--- src/rtl/dcache_repl_update_arb.sv ---
// Replacement-state update arbiter: round-robin hit ports into a coalescing FIFO; refills bypass it.
// Latency: miss -> plru_miss_o 1 cycle; hit into empty FIFO -> plru_hit_o 2 cycles.
// Backpressure: hit ports stall when FIFO full without a pop, or on flush/reset; misses never stall.
module dcache_repl_update_arb #(
    parameter int DCACHE_CL_IDX_WIDTH = 8,
    parameter int DCACHE_SET_ASSOC    = 4,
    parameter int NUM_PORTS           = 3,
    parameter int IDX_WIDTH           = DCACHE_CL_IDX_WIDTH,
    parameter int WAY_WIDTH           = $clog2(DCACHE_SET_ASSOC),
    parameter int DEPTH               = 4
) (
    input  logic                                clk_i,
    input  logic                                rst_i,
    input  logic                                flush_i,
    input  logic [NUM_PORTS-1:0]                hit_valid_i,
    input  logic [NUM_PORTS-1:0][IDX_WIDTH-1:0] hit_idx_i,
    input  logic [NUM_PORTS-1:0][WAY_WIDTH-1:0] hit_way_i,
    output logic [NUM_PORTS-1:0]                hit_ready_o,
    input  logic                                miss_valid_i,
    input  logic [IDX_WIDTH-1:0]                miss_idx_i,
    output logic                                plru_hit_o,
    output logic [IDX_WIDTH-1:0]                plru_hit_idx_o,
    output logic [WAY_WIDTH-1:0]                plru_hit_way_o,
    output logic                                plru_miss_o,
    output logic [IDX_WIDTH-1:0]                plru_miss_idx_o,
    output logic [$clog2(DEPTH):0]              occupancy_o
);
    localparam int PW = $clog2(NUM_PORTS);
    localparam int AW = $clog2(DEPTH);
    localparam int CW = AW + 1;

    typedef struct packed {
        logic [IDX_WIDTH-1:0] idx;
        logic [WAY_WIDTH-1:0] way;
    } hit_ent_t;

    hit_ent_t             mem_q [DEPTH];
    logic [AW-1:0]        wr_ptr_q, wr_ptr_d, rd_ptr_q, rd_ptr_d, tail_ptr;
    logic [CW-1:0]        count_q, count_d;
    logic [PW-1:0]        rr_q, rr_d;
    logic                 plru_hit_q, plru_hit_d, plru_miss_q, plru_miss_d;
    logic [IDX_WIDTH-1:0] plru_hit_idx_q, plru_hit_idx_d, plru_miss_idx_q, plru_miss_idx_d;
    logic [WAY_WIDTH-1:0] plru_hit_way_q, plru_hit_way_d;

    logic [PW-1:0]        grant_port, cand;
    logic                 grant_vld;
    logic                 fifo_empty, fifo_full, head_blocked, pop, can_take, hs, coalesce, push;
    hit_ent_t             head_ent, tail_ent, acc_ent;

    assign tail_ptr     = wr_ptr_q - AW'(1);
    assign head_ent     = mem_q[rd_ptr_q];
    assign tail_ent     = mem_q[tail_ptr];
    assign fifo_empty   = (count_q == '0);
    assign fifo_full    = (count_q == CW'(DEPTH));
    // A refill to the head's set must reach the replacement state first.
    assign head_blocked = miss_valid_i && (miss_idx_i == head_ent.idx);
    assign pop          = !fifo_empty && !head_blocked && !flush_i && !rst_i;
    assign can_take     = !fifo_full || pop;
    assign hs           = grant_vld && can_take && !flush_i && !rst_i;
    // Compare against the newest entry while it is still queued, even if it pops this cycle.
    assign coalesce     = !fifo_empty && (tail_ent == acc_ent);
    assign push         = hs && !coalesce;

    // Round-robin pick: first valid port scanning upward from rr_q.
    always_comb begin
        grant_vld  = 1'b0;
        grant_port = '0;
        cand       = '0;
        for (int k = 0; k < NUM_PORTS; k++) begin
            cand = PW'((int'(rr_q) + k) % NUM_PORTS);
            if (!grant_vld && hit_valid_i[cand]) begin
                grant_vld  = 1'b1;
                grant_port = cand;
            end
        end
    end

    // Granted port's payload and per-port ready (ready never looks at idx/way).
    always_comb begin
        acc_ent.idx = hit_idx_i[grant_port];
        acc_ent.way = hit_way_i[grant_port];
        hit_ready_o = '0;
        if (hs) begin
            hit_ready_o[grant_port] = 1'b1;
        end
    end

    // Next-state for FIFO bookkeeping, arbitration pointer and registered update outputs.
    always_comb begin
        wr_ptr_d        = wr_ptr_q + AW'(push);
        rd_ptr_d        = rd_ptr_q + AW'(pop);
        count_d         = count_q + CW'(push) - CW'(pop);
        rr_d            = rr_q;
        plru_hit_d      = pop;
        plru_hit_idx_d  = plru_hit_idx_q;
        plru_hit_way_d  = plru_hit_way_q;
        plru_miss_d     = miss_valid_i && !flush_i;
        plru_miss_idx_d = plru_miss_idx_q;
        if (hs) begin
            rr_d = (int'(grant_port) == NUM_PORTS - 1) ? '0 : grant_port + PW'(1);
        end
        if (pop) begin
            plru_hit_idx_d = head_ent.idx;
            plru_hit_way_d = head_ent.way;
        end
        if (plru_miss_d) begin
            plru_miss_idx_d = miss_idx_i;
        end
        if (flush_i) begin
            wr_ptr_d = '0;
            rd_ptr_d = '0;
            count_d  = '0;
            rr_d     = '0;
        end
    end

    // State registers with synchronous reset.
    always_ff @(posedge clk_i) begin
        if (rst_i) begin
            wr_ptr_q        <= '0;
            rd_ptr_q        <= '0;
            count_q         <= '0;
            rr_q            <= '0;
            plru_hit_q      <= 1'b0;
            plru_hit_idx_q  <= '0;
            plru_hit_way_q  <= '0;
            plru_miss_q     <= 1'b0;
            plru_miss_idx_q <= '0;
        end else begin
            wr_ptr_q        <= wr_ptr_d;
            rd_ptr_q        <= rd_ptr_d;
            count_q         <= count_d;
            rr_q            <= rr_d;
            plru_hit_q      <= plru_hit_d;
            plru_hit_idx_q  <= plru_hit_idx_d;
            plru_hit_way_q  <= plru_hit_way_d;
            plru_miss_q     <= plru_miss_d;
            plru_miss_idx_q <= plru_miss_idx_d;
        end
    end

    // FIFO storage; contents are only read while counted as occupied, so no reset needed.
    always_ff @(posedge clk_i) begin
        if (push) begin
            mem_q[wr_ptr_q] <= acc_ent;
        end
    end

    assign plru_hit_o      = plru_hit_q;
    assign plru_hit_idx_o  = plru_hit_idx_q;
    assign plru_hit_way_o  = plru_hit_way_q;
    assign plru_miss_o     = plru_miss_q;
    assign plru_miss_idx_o = plru_miss_idx_q;
    assign occupancy_o     = count_q;
endmodule

--- config.mk ---
export PLATFORM = sky130hd
export DESIGN_NAME = dcache_repl_update_arb
export DESIGN_NICKNAME = d
export VERILOG_FILES = /design/src/rtl/dcache_repl_update_arb.sv
export SDC_FILE = /design/constraint.sdc
export NUM_CORES = 1
export LEC_CHECK = 0
export ABC_AREA = 1
export BUFFER_PORTS_ARGS = -buffer_cell sky130_fd_sc_hd__clkbuf_2
export CORE_MARGIN = 1
export CORE_UTILIZATION = 50
export CTS_BUF_LIST = sky130_fd_sc_hd__clkbuf_4 sky130_fd_sc_hd__clkbuf_8
export CTS_CLUSTER_DIAMETER = 100
export DETAILED_ROUTE_END_ITERATION = 8
export GPL_TIMING_DRIVEN = 1
export MAX_ROUTING_LAYER = met4
export PLACE_DENSITY_LB_ADDON = 0.12
export SYNTH_ARGS = -nofsm -noshare
export SYNTH_HDL_FRONTEND = slang
export SYNTH_SLANG_ARGS = --single-unit
--- constraint.sdc ---
create_clock -name clk_i -period 3.9 [get_ports clk_i]
set_input_delay 0.585 -clock clk_i [delete_from_list [all_inputs] [get_ports clk_i]]
set_output_delay 0.585 -clock clk_i [all_outputs]
set_load 0.01 [all_outputs]
# After elaboration in Yosys (flattened, before gate mapping)
# Memory sizes are Yosys's and may differ from the RTL's. A register that Yosys moved wholly into a read port is not among the register bits.
# Index checks and enable logic that the tools add are counted.
# totals
n_memories	1
inputBits	45
word_cells	77
ramBits	40
reg_bits	29
out_inout_bits	26
# classes
n_div	3
n_reduce_logical	24
n_mux	23
eq_ne	4
add_sub_neg	8
order_cmp	5
# mem_list
memory	depth	width	read_ports	rd_ports_with_merged_regs	write_ports	line_no	rtl
mem_q	4	10	2	1	1	37	hit_ent_t mem_q [DEPTH];
# ops
cell	n
modulo 32 x 3 -> 32 bit, second input constant	2
modulo 3 x 3 -> 32 bit, second input constant	1
binary-select mux 8 bit (select 2 bit)	1
logical AND 1 bit	13
less-than comparator 2 x 3 -> 1 bit, second input constant	4
2-to-1 mux 2 bit	6
equality test 10 bit	1
2-to-1 mux 1 bit	9
equality test 8 bit	1
logical NOT 1 bit	8
2-to-1 mux 8 bit	1
binary-select mux 1 bit (select 2 bit)	3
adder 2 x 1 -> 2 bit	2
binary-select mux 2 bit (select 2 bit)	1
adder 2 x 1 -> 3 bit, second input constant	1
adder 2 x 2 -> 3 bit, second input constant	1
adder 3 x 1 -> 3 bit	1
equality test 3 bit, second input constant	1
logical NOT 3 bit	1
2-to-1 mux 3 bit	1
subtractor 3 x 1 -> 3 bit	1
adder 2 x 1 -> 2 bit, second input constant	1
demux 1 bit (select 2 bit)	1
equality test 2 bit, second input constant	1
other kinds (4)	4

# Depth between registers and ports, before layout
# depth
word_depth	18
depth_mapped	29
depth_no_buf	28

# Least setup slack after synthesis
# No wires, ideal clock.
# synth_timing
path_kind	register to register
from	reg wr_ptr_q[0]
to	reg count_q[2] (netlist: occupancy_o[2])
stages_incl_launch_ff	23
t_arrival_ps	3697
path_slack_ps	131
synth_period_minus_slack_ps	3769
required_time_ps	3827
path_cell_list	dfxtp_1 > clkbuf_1 > clkinv_1 > clkbuf_1 > ha_1 > clkinv_1 > clkbuf_1 > o21ai_0 > o22ai_1 > nand3b_1 > nand2_1 > nor2_1 > nand2_1 > inv_1 > nand3_2 > nand2_4 > ha_1 > inv_1 > ha_1 > inv_1 > fa_1 > or2_2 > a21oi_1
# synth_between
elab_chain_len	8
# synth_lines
item	line_no	rtl
from (decl)	38	logic [AW-1:0] wr_ptr_q, wr_ptr_d, rd_ptr_q, rd_ptr_d, tail_ptr;
from (signal assigned)	130	wr_ptr_q <= wr_ptr_d;
subtractor 2 x 1 -> 2 bit	50	assign tail_ptr = wr_ptr_q - AW'(1);
memory (4 x 10 bit)	n/a	
equality test 10 bit	61	assign coalesce = !fifo_empty && (tail_ent == acc_ent);
logical AND 1 bit	61	
logical NOT 1 bit	62	assign push = hs && !coalesce;
logical AND 1 bit	62	
adder 3 x 1 -> 3 bit	92	count_d = count_q + CW'(push) - CW'(pop);
subtractor 3 x 1 -> 3 bit	92	
to (signal assigned)	132	count_q <= count_d;
to (decl)	39	logic [CW-1:0] count_q, count_d;
# No other way between the ends.
# A chain may end at the register's enable or synchronous reset.

# Worst setup path after layout
# layout_timing
from	reg rr_q[0]
to	reg count_q[2] (netlist: occupancy_o[2])
# layout_between
elab_chain_len	18
elab_cells_between_ends	34
# layout_lines
item	line_no	rtl
from (decl)	40	logic [PW-1:0] rr_q, rr_d;
from (signal assigned)	133	rr_q <= rr_d;
branches (longest 15 deep; another with modulo 32 x 3 -> 32 bit)	n/a	
logical AND 1 bit *	62	
adder 3 x 1 -> 3 bit *	92	
subtractor 3 x 1 -> 3 bit *	92	
# Every way passes the cells marked *. The select of a mux whose other input is x is not followed.

==> summary.md <==
| Metric | Value |
|---|---|
| Final hold viol count | `0` |
| Mapped Area | `3971 um2` |
| Setup Skew | `0.01033 ns` |
| Post-layout util | `slightly above 60%` |
| Root Buffer Master | `clkbuf_8` |
| Reg clk slew, reported paths | `0.08 ns` |
| Top FF cell, synth | `edfxtp_1` |
| Maximum vdd drop | `0.1897 mV` |
| Mean Syn Cell Area | `roughly 7.7 um2` |
| CP delay by family, top | `simple AND/OR/NAND/NOR gates` |
| Switching power total | `between 0.4 and 0.5 mW` |
| Relative slew margins | `65.78%` |
| Combinational fraction of design power | `between 10% and 20%` |
| Crit path buffers/inverters | `6` |
| Flop pwr share | `between 40% and 50%` |
| Post-route insts no fill | `about 720` |
| Chip Width | `91.12 um` |
| HP Class | `flop to flop` |
| CTS tree | `yes` |
| Max incr delay on CP | `approximately 0.38 ns` |
| Post-synth top area cell | `edfxtp_1` |
| First-pass GRT wire length | `roughly 15,000 um` |
| Setup Total Neg Slack | `0 ns` |
| Sw Share | `28.59%` |
| Routed WL per cell | `approximately 13 um` |
| Antenna Violating Nets Remaining | `0` |
| Arrival time worst endpoint | `slightly below 4 ns` |
| List of most frequent post-synthesis cells | `nand2_1, inv_1, nor2_1, nand3_1, edfxtp_1` |
| P&R area growth vs syn | `20.76%` |
| Metal-1 WL | `slightly above 4000 um` |
| Ports | `71` |
| Worst Path Required | `~4.2 ns` |
| Status | `complete, no violations` |
| Most numerous cell in the Yosys netlist | `nand2_1` |
| H-tree levels | `3` |
| Mapped Cells | `between 500 and 600` |
| Smallest setup slack after layout | `approximately 0.26 ns` |
| Via density | `4.961` |
| Design Area, Final | `approximately 4800 um2` |
| Clock power share | `roughly 34%` |
| CTS buffer count | `9` |
| Register area share after synthesis | `between 40% and 50%` |
| Crit Path Class | `flop to flop` |
| Ant diodes | `0` |
| Met2 WL | `4408 um` |
| Ys async rst share | `0%` |
| Power per cell area | `about 360 nW/um2` |
| Max Cap Viol | `0` |
| Max Slew Vio Count | `0` |
| Core ar. | `7687 um2` |
| Crit-path max FO | `6` |
| CTS Buffer Depth | `2` |
| Placed cells | `approximately 700` |
| Min Hold Slack | `between 0.4 and 0.5 ns` |
| Dominant cells by area after synthesis | `edfxtp_1, dfxtp_1, nand2_1, inv_1, nand3_1` |
| DR DRC count | `0` |
| Initial core utilization | `about half` |
| Synth warn | `0` |
| Net Count, Synth | `between 500 and 600` |
| Fin crit share | `a little over 90%` |
| WL met3 | `approximately 590 um` |
| Skew-Pair Late Insertion Delay | `between 0.3 and 0.4 ns` |
| CTS sink cnt | `just under 70` |
| Drt pass-1 iters | `5` |
| Nature of the critical path startpoint | `flop` |
| DRT Wirelength | `approximately 9100 um` |
| Pin count of the biggest net entering global routing | `27` |
| Synth top area share | `between 30 and 40%` |
| Row count | `32` |
| Final Total Pwr | `1.722 mW` |
| Setup violations, final | `0` |
| Initial DRC count | `between 200 and 250` |
| Leakage | `roughly 2.3 nW` |
| Highest metal used | `met4` |
| Initial antenna violation count | `0` |
| Worst slew pin tran | `0.5114 ns` |
| CP Capture Type | `flop` |
| Grt ovf | `0` |
| Vias in the first global route | `3,209` |
| All-Layer GR Usage | `23.63%` |
| Cell mode on critical path | `nand2_1` |
| Via count | `around 3,500` |
| Die Ht | `between 90 and 100 um` |
| Gpl congestion | `0.8360` |
| Post-DP HPWL | `6745 um` |
| Layout cells sized above 1 | `23.98%` |
| Place WS | `-0.02237 ns` |
| Power Internal | `1.230 mW` |
| Area post-placement | `roughly 4500 um2` |
| Tmin final | `roughly 3.6 ns` |
| Crit-path slowest cell | `dfxtp_4` |
| Unique cell type count in the Yosys netlist | `31` |
| Max Clk Rate | `roughly 0.27 GHz` |
| Number of enable flip-flop cells after synthesis | `40` |
| # port buffers | `70` |
| Final net count | `approximately 670` |
| DIE AREA | `slightly above 8000 um2` |
| Seq cells post-synth | `around 70` |
[state kept, by name, summed over array words and instances (netlist names)]
name and flops:
plru_miss_idx_o 8, plru_hit_o 1, mem_q 40, plru_miss_o 1, occupancy_o 3, plru_hit_idx_o 8
wr_ptr_q 2, rr_q 2, rd_ptr_q 2, plru_hit_way_o 2
[power by group through the flow]
| stage | clock (mW) | combinational, mW | sequential (mW) |
|---|---|---|---|
| 6_report | 0.590 | 0.312 | 0.820 |
| 5_1_grt | 0.637 | 0.356 | 0.823 |
| 4_1_cts | 0.608 | 0.297 | 0.820 |
| 3_5_place_dp | 0 | 0.293 | 0.837 |
| 3_3_place_gp | 0 | 0.287 | 0.836 |
| 2_1_floorplan | 0 | 0.203 | 0.840 |
[worst paths after layout]
path | slack [ns] | from | endpoint | cells after the start
worst max-delay path | 0.26 | rr_q[0] | occupancy_o[2] | 25
worst min-delay path | 0.49 | plru_hit_way_o[0] | plru_hit_way_o[0] | 2
worst max register to register | 0.26 | rr_q[0] | occupancy_o[2] | 25
worst min register to register | 0.49 | plru_hit_way_o[0] | plru_hit_way_o[0] | 2
[routing by layer]
metal | global-route usage (%) | vias up
li1 | - | 1858
met1 | 29.66 | 1558
met2 | 38.95 | 127
met3 | 3.936 | 4
met4 | 7.804 | 0
met5 | - | -
[cell usage in the layout, fill, tap and decap left out, types with 2 or more instances in the layout]
cell	n
nor2_2	7
o21ai_0	31
o21ai_1	5
nand2_4	3
nand2_1	133
xnor2_1	7
nand3_1	42
nand3b_1	8
nand4_1	3
ha_1	10
dfxtp_1	27
buf_4	25
xor2_1	2
nand3_2	2
clkbuf_8	9
a21oi_1	28
nand2_2	6
a32oi_1	8
inv_1	65
ha_4	2
clkinv_1	5
edfxtp_1	40
o22ai_1	4
clkinvlp_4	2
nor3_1	2
clkbuf_2	70
nor2_1	44
inv_6	3
nor2_4	2
inv_2	8
[cell families (layout without fill, tap and decap cells)]
family,Yosys count,in the layout,share of synthesized area (%)
fa+ha+maj,13,13,4.285
compound gates,78,78,10.81
xor+xnor,9,9,1.985
flops,69,69,44.86
simple gates,253,254,27.82
buf+inv,96,190,10.24
[cell type report]
cell class | instances | area, um2
Tap cell | 102 | 127.6
Multi-Input combinational cell | 354 | 1841
Clock buffer | 9 | 123.9
Inverter | 79 | 299.0
Sequential cell | 69 | 1787
Clock inverter | 7 | 80.08
Fill cell | 719 | 2892
Timing Repair Buffer | 95 | 538.0
[worst min-delay path, cell delays in order, from the launching register on]
cell and delay [ns]:
dfxtp_1 0.33, nor2_1 0.05, nor2_1 0.08
[timing repair]
action                     in CTS  in global routing
setup endpoints to repair       1                  2
hold buffers                    0                  0
cloned                          0                  1
pin swaps                       0                  5
gates resized for setup         2                 12
buffers inserted                0                  8
Note: power is estimated with default switching activity, not from simulation.
